===== src/rtl/soc_region_table.sv =====
// Programmable SoC address map: NrRegions {base, length, attr} entries with
// per-entry lock, a single-cycle config port and a 2-stage lookup pipeline.
module soc_region_table #(
  parameter int NrRegions = 10,
  parameter int AddrWidth = 64,
  parameter logic [AddrWidth-1:0] DefaultBase [NrRegions] = '{
    64'h0000_0000_8000_0000, 64'h0000_0000_4000_0000, 64'h0000_0000_3000_0000,
    64'h0000_0000_2000_0000, 64'h0000_0000_1800_0000, 64'h0000_0000_1000_0000,
    64'h0000_0000_0C00_0000, 64'h0000_0000_0200_0000, 64'h0000_0000_0001_0000,
    64'h0000_0000_0000_0000},
  parameter logic [AddrWidth-1:0] DefaultLength [NrRegions] = '{
    64'h0000_0000_4000_0000, 64'h0000_0000_0000_1000, 64'h0000_0000_0001_0000,
    64'h0000_0000_0080_0000, 64'h0000_0000_0000_1000, 64'h0000_0000_0000_1000,
    64'h0000_0000_03FF_FFFF, 64'h0000_0000_000C_0000, 64'h0000_0000_0001_0000,
    64'h0000_0000_0000_1000},
  parameter logic [7:0] DefaultAttr [NrRegions] = '{
    8'h0B, 8'h01, 8'h01, 8'h01, 8'h01, 8'h01, 8'h01, 8'h01, 8'h0B, 8'h0B},
  localparam int IdxW = $clog2(NrRegions)
) (
  input  logic                 clk_i,
  input  logic                 rst_i,
  input  logic                 cfg_req_i,
  input  logic                 cfg_we_i,
  input  logic [IdxW+1:0]      cfg_addr_i,
  input  logic [AddrWidth-1:0] cfg_wdata_i,
  output logic                 cfg_rvalid_o,
  output logic [AddrWidth-1:0] cfg_rdata_o,
  output logic                 cfg_err_o,
  input  logic                 req_valid_i,
  output logic                 req_ready_o,
  input  logic [AddrWidth-1:0] req_addr_i,
  output logic                 resp_valid_o,
  input  logic                 resp_ready_i,
  output logic                 resp_hit_o,
  output logic [IdxW-1:0]      resp_idx_o,
  output logic [3:0]           resp_attr_o
);

  localparam logic [IdxW:0] NrRegL = (IdxW+1)'(NrRegions);

  logic [AddrWidth-1:0] base_q [NrRegions];
  logic [AddrWidth-1:0] len_q  [NrRegions];
  logic [7:0]           attr_q [NrRegions];

  // ---------------- config port ----------------
  logic [IdxW-1:0]      cfg_idx;
  logic [1:0]           cfg_field;
  logic                 sel_lock;
  logic [AddrWidth-1:0] sel_rdata;
  logic                 cfg_err;
  logic                 cfg_wr;

  assign cfg_idx   = cfg_addr_i[IdxW+1:2];
  assign cfg_field = cfg_addr_i[1:0];

  always_comb begin
    sel_lock  = 1'b0;
    sel_rdata = '0;
    for (int i = 0; i < NrRegions; i++) begin
      if (cfg_idx == IdxW'(i)) begin
        sel_lock = attr_q[i][7];
        case (cfg_field)
          2'd0:    sel_rdata = base_q[i];
          2'd1:    sel_rdata = len_q[i];
          2'd2:    sel_rdata = AddrWidth'(attr_q[i]);
          default: sel_rdata = '0;
        endcase
      end
    end
  end

  // A locked entry rejects every write, so lock can only be cleared by reset.
  assign cfg_err = ({1'b0, cfg_idx} >= NrRegL) || (cfg_field == 2'd3) ||
                   (cfg_we_i && sel_lock);
  assign cfg_wr  = cfg_req_i && cfg_we_i && !cfg_err;

  always_ff @(posedge clk_i) begin
    if (rst_i) begin
      for (int i = 0; i < NrRegions; i++) begin
        base_q[i] <= DefaultBase[i];
        len_q[i]  <= DefaultLength[i];
        attr_q[i] <= {DefaultAttr[i][7], 3'b000, DefaultAttr[i][3:0]};
      end
    end else if (cfg_wr) begin
      for (int i = 0; i < NrRegions; i++) begin
        if (cfg_idx == IdxW'(i)) begin
          case (cfg_field)
            2'd0:    base_q[i] <= cfg_wdata_i;
            2'd1:    len_q[i]  <= cfg_wdata_i;
            2'd2:    attr_q[i] <= {cfg_wdata_i[7], 3'b000, cfg_wdata_i[3:0]};
            default: ;
          endcase
        end
      end
    end
  end

  always_ff @(posedge clk_i) begin
    if (rst_i) begin
      cfg_rvalid_o <= 1'b0;
      cfg_err_o    <= 1'b0;
      cfg_rdata_o  <= '0;
    end else begin
      cfg_rvalid_o <= cfg_req_i;
      cfg_err_o    <= cfg_req_i && cfg_err;
      cfg_rdata_o  <= (cfg_req_i && !cfg_we_i && !cfg_err) ? sel_rdata : '0;
    end
  end

  // ---------------- lookup pipeline ----------------
  // Handshake: a request transfers on a cycle with req_valid_i && req_ready_o;
  // a response transfers on resp_valid_o && resp_ready_i, and resp_* hold
  // steady until then. Both stages move together whenever the output drains.
  logic                       advance;
  logic [NrRegions-1:0]       hit_vec;
  logic                       s1_valid;
  logic [NrRegions-1:0]       s1_hit;
  logic [NrRegions-1:0][3:0]  s1_attr;
  logic                       enc_hit;
  logic [IdxW-1:0]            enc_idx;
  logic [3:0]                 enc_attr;

  assign advance     = !resp_valid_o || resp_ready_i;
  assign req_ready_o = advance;

  // The addr >= base term stops a region near the top from wrapping to 0.
  always_comb begin
    hit_vec = '0;
    for (int i = 0; i < NrRegions; i++) begin
      hit_vec[i] = attr_q[i][0] && (req_addr_i >= base_q[i]) &&
                   ((req_addr_i - base_q[i]) < len_q[i]);
    end
  end

  // Descending scan so the lowest matching index is the one left standing.
  always_comb begin
    enc_hit  = 1'b0;
    enc_idx  = '0;
    enc_attr = '0;
    for (int i = NrRegions - 1; i >= 0; i--) begin
      if (s1_hit[i]) begin
        enc_hit  = 1'b1;
        enc_idx  = IdxW'(i);
        enc_attr = s1_attr[i];
      end
    end
  end

  // Attributes are snapshotted in stage 1 so a later config write cannot
  // change a lookup that is already in flight.
  always_ff @(posedge clk_i) begin
    if (rst_i) begin
      s1_valid     <= 1'b0;
      s1_hit       <= '0;
      s1_attr      <= '0;
      resp_valid_o <= 1'b0;
      resp_hit_o   <= 1'b0;
      resp_idx_o   <= '0;
      resp_attr_o  <= '0;
    end else if (advance) begin
      s1_valid <= req_valid_i;
      s1_hit   <= req_valid_i ? hit_vec : '0;
      for (int i = 0; i < NrRegions; i++) begin
        s1_attr[i] <= attr_q[i][3:0];
      end
      resp_valid_o <= s1_valid;
      resp_hit_o   <= enc_hit;
      resp_idx_o   <= enc_idx;
      resp_attr_o  <= enc_attr;
    end
  end

endmodule


===== config.mk =====
export PLATFORM = sky130hd
export DESIGN_NAME = soc_region_table
export DESIGN_NICKNAME = d
export VERILOG_FILES = /design/src/rtl/soc_region_table.sv
export SDC_FILE = /design/constraint.sdc
export NUM_CORES = 2
export LEC_CHECK = 0
export BUFFER_PORTS_ARGS = -buffer_cell sky130_fd_sc_hd__buf_4
export CAP_MARGIN = 0
export CELL_PAD_IN_SITES_DETAIL_PLACEMENT = 1
export CELL_PAD_IN_SITES_GLOBAL_PLACEMENT = 1
export CORE_ASPECT_RATIO = 1.25
export CORE_MARGIN = 4
export CORE_UTILIZATION = 55
export CTS_CLUSTER_DIAMETER = 50
export CTS_CLUSTER_SIZE = 28
export DETAILED_ROUTE_END_ITERATION = 10
export PLACE_DENSITY_LB_ADDON = 0.1
export REMOVE_ABC_BUFFERS = 1
export SYNTH_ARGS = -nofsm -noshare
export SYNTH_HDL_FRONTEND = slang
export SYNTH_SLANG_ARGS = --single-unit

===== constraint.sdc =====
create_clock -name clk_i -period 18.4 [get_ports clk_i]
set_input_delay 2.76 -clock clk_i [delete_from_list [all_inputs] [get_ports clk_i]]
set_output_delay 2.76 -clock clk_i [all_outputs]
set_load 0.1 [all_outputs]

==> out/metrics.cfg <==
[die]
fp.dieH_um=526.1
core_area_sq_um=212800
die_x_um=422.5
rows=189
floorplan.initialDensity=0.5550
fp.dieArea_sq_um=222300
io-pin-count=217

[placement]
hpwl_after_detailed_placement_mm=391.7
number_of_buffer_cells_added_on_primary_ports=216
gp_congestion=1.040
pre_cts_ws_ps=8474

[global_routing]
grt_pass1_wl_mm=740.4
grt_start_max_net_pins=65
vias_in_the_first_global_route=112700
global_route.overflow_total=0
antenna_violations_before_repair=47
grt_usage=0.4460

[setup_path]
timing.critical_path.slowest_stage_cell=sky130_fd_sc_hd__a2111oi_0
worst-endpoint-arrival_ps=10150
cp_max_fo=10
path_buf_inv=4
worstSetupPathType=primary input to register
critPathTopFamily=compound AO/OA/AOI/OAI gates
data_required_time_at_the_worst_endpoint_ps=19140
crit_path_max_incr_delay_ps=800
crit_end_category=register
crit_path_start_kind=primary input

[yosys]
yosysWarningCount=0
ys_seq_area_frac=0.3596
synth-edff-count=1330
yosys.area.top_type=sky130_fd_sc_hd__edfxtp_1
synth-async-reset-ratio=0
netlist_area_sq_um=118100
synth_ff_type=sky130_fd_sc_hd__edfxtp_1
ys_types=105
synth_area_per_cell_sq_um=9.163
synthDominantCellAreaShare=0.3381
synth.area.top_cells=sky130_fd_sc_hd__edfxtp_1 34%, sky130_fd_sc_hd__ha_1 13%, sky130_fd_sc_hd__and2_1 6.7%, sky130_fd_sc_hd__mux2i_1 4.9%, sky130_fd_sc_hd__inv_1 4.7%
synth-seq-cells=1457
synthCells=12890

[clock_tree]
cts_tree=done
cts.sink_count=1457
postCtsResizedCells=0
clkSlewWorstSetupHoldPaths_ps=60
clock_latency_ps=890
clock-root-buffer=sky130_fd_sc_hd__clkbuf_16
post-cts-setup-buffer-count=0
clockBufferDepth=4
cts_hold_buffers=0
cts-buffers-inserted=166
cts-htree-levels=4

[timing]
timing.slew.headroom=0.03483
timing.final.crit_period_ps=9411
maxSlewViolCount=0
fin_crit_sh=0.5115
tns_ps=0
final-hold-violation-count=0
worstMarginPinSlew_ps=1448
setup_repair_after_global_routing_missed_its_margin=no
setup-violations-final=0
worst_clock_skew_ps=53.02
fmax_mhz=106.3
finalWorstSetupSlack_ps=8989

[cells_and_area]
layout_common_cells=1,469 x sky130_fd_sc_hd__inv_1, 1,330 x sky130_fd_sc_hd__edfxtp_1, 1,272 x sky130_fd_sc_hd__and2_1
fin_nets=14180
area_growth_syn_to_layout_pct=8.258
post_route_cells_drive_above_1_share=0.06022
most_common_library_cell_in_the_layout_ignoring_fill_and_taps=sky130_fd_sc_hd__inv_1

[pwr]
sw_frac=0.3533
pwr-share-comb=0.279
ir_drop_v=0.0001030
seq_power_share=0.373
cellLeakagePower_nw=56.26
clockPowerShare=0.348
powerDensity_nw_per_um2=79.71
p_int_mw=6.592
total_switching_power_mw=3.601

[routing]
avgRoutedWirePerCell_um=32.76
drt_pass1_iterations=8
drt_drc_violations_left=0
postRouteWirelength_mm=513.4
ant_nets=0
detailroute.via_count=107000
route.detailed.vias_per_inst=6.829
detail_route.iter0.violations=12450

[worst_hold_path]
min_path_type=register to register

[run_status]
status=complete, no violations

[job]
max-cap-violations=0

-- through the flow --
stage	utilization	hold WS (ps)	total power [mW]	cell area (sq um)	std cells
2_1_floorplan	-	420.7	5.566	115700	12250
3_3_place_gp	0.5741	436.5	6.427	122200	15360
3_5_place_dp	0.5741	448.5	6.572	122200	15360
4_1_cts	0.6007	457.2	10.09	127800	15660
5_1_grt	0.6007	485.4	10.51	127800	15660
6_report	0.6008	457.3	10.19	127900	15670
-- worst reg2reg max path: stages (launching register included) --
cell and delay, ps:
sky130_fd_sc_hd__edfxtp_1 370, sky130_fd_sc_hd__ha_1 210, sky130_fd_sc_hd__inv_1 70, sky130_fd_sc_hd__fa_1 400
sky130_fd_sc_hd__a21oi_1 250, sky130_fd_sc_hd__o21ai_0 150, sky130_fd_sc_hd__a2111oi_0 800, sky130_fd_sc_hd__nor3_1 200
sky130_fd_sc_hd__and4b_1 510, sky130_fd_sc_hd__o41ai_2 220, sky130_fd_sc_hd__o21ai_1 430, sky130_fd_sc_hd__o31ai_2 190
sky130_fd_sc_hd__o41ai_1 680, sky130_fd_sc_hd__o21bai_1 230, sky130_fd_sc_hd__xnor2_1 170, sky130_fd_sc_hd__ha_1 290
sky130_fd_sc_hd__nand4_1 100, sky130_fd_sc_hd__nor2_1 130, sky130_fd_sc_hd__nand2_1 90, sky130_fd_sc_hd__nor3_1 260
sky130_fd_sc_hd__nand2_1 110, sky130_fd_sc_hd__or3_1 560, sky130_fd_sc_hd__nor4_1 370, sky130_fd_sc_hd__o41ai_1 170
sky130_fd_sc_hd__a22o_1 230
-- power groups by stage --
| stage | clock network [mW] | logic (mW) | registers (mW) |
|---|---|---|---|
| 2_1_floorplan | 0 | 1.69 | 3.87 |
| 3_3_place_gp | 0 | 2.57 | 3.85 |
| 3_5_place_dp | 0 | 2.70 | 3.87 |
| 4_1_cts | 3.53 | 2.76 | 3.80 |
| 5_1_grt | 3.67 | 3.03 | 3.81 |
| 6_report | 3.54 | 2.85 | 3.80 |
-- synth_stat cells, drive strengths merged, types with 16 or more instances --
master      n
nand3     163
o22ai     247
o221ai     27
ha       1270
or2        29
edfxtp   1330
nand2b    108
or3        93
xnor2     384
o22a       62
a21boi     34
o21ai     482
a31oi      93
nor2b     113
clkbuf    586
o211ai     48
a21o      646
nand2     607
and4       21
o31ai      43
nor4       47
a211o      28
xor2      190
and3       87
o31a       16
a21oi     938
mux2i     575
nor3      174
o2111ai    24
o21a      103
a2111oi    31
a22oi      59
a221oi     25
nand4     240
a211oi     84
and2     1273
buf        52
o21bai    146
nor2      596
inv      1470
dfxtp     127
-- sequential cells by signal, indices dropped and copies added, names as in the netlist --
register	flops
attr_q	50
base_q	640
cfg_err_o	1
cfg_rdata_o	64
cfg_rvalid_o	1
len_q	640
resp_attr_o	4
resp_hit_o	1
resp_idx_o	4
resp_valid_o	1
s1_attr	40
s1_hit	10
s1_valid	1
-- cell families (layout without fill, tap and decap cells) --
kind of cell / count (synthesis) / after routing / synth area share
and+or+nand+nor: 3616 / 3616 / 0.1645
AOI/OAI and AO/OA: 3277 / 3277 / 0.1806
buffers and inverters: 2108 / 2104 / 0.06718
DFF: 1457 / 1457 / 0.3596
adders and majority gates: 1280 / 1280 / 0.1362
muxes: 579 / 579 / 0.04930
xor gates and xnor gates: 574 / 574 / 0.04256
other: 0 / 13 / 0
-- metal layers --
layer,wire length (um),GRT usage
met5,242,0
met4,45610,0.3257
met2,229500,0.7120
met1,183000,0.5306
met3,55020,0.09844
-- area by class of cell --
type	count	area, sq um
fill	23910	84960
multi-input combinational	9326	68150
sequential	1457	42480
inverter	1470	5518
clock buffer	180	4332
tap	2769	3465
timing repair buffer	340	2572
clock inverter	114	1329
antenna	13	32.53
-- worst paths after layout --
path / start / endpoint / slack (ps) / depth (start not counted)
worst max-delay path: req_addr_i[0] / s1_hit[0] / 8990 / 27
worst min-delay path: s1_attr[20] / s1_attr[20] / 460 / 2
worst max register to register: base_q[0][0] / s1_hit[0] / 11070 / 24
worst min register to register: s1_attr[20] / s1_attr[20] / 460 / 2
(Power assumes the default switching activity.)
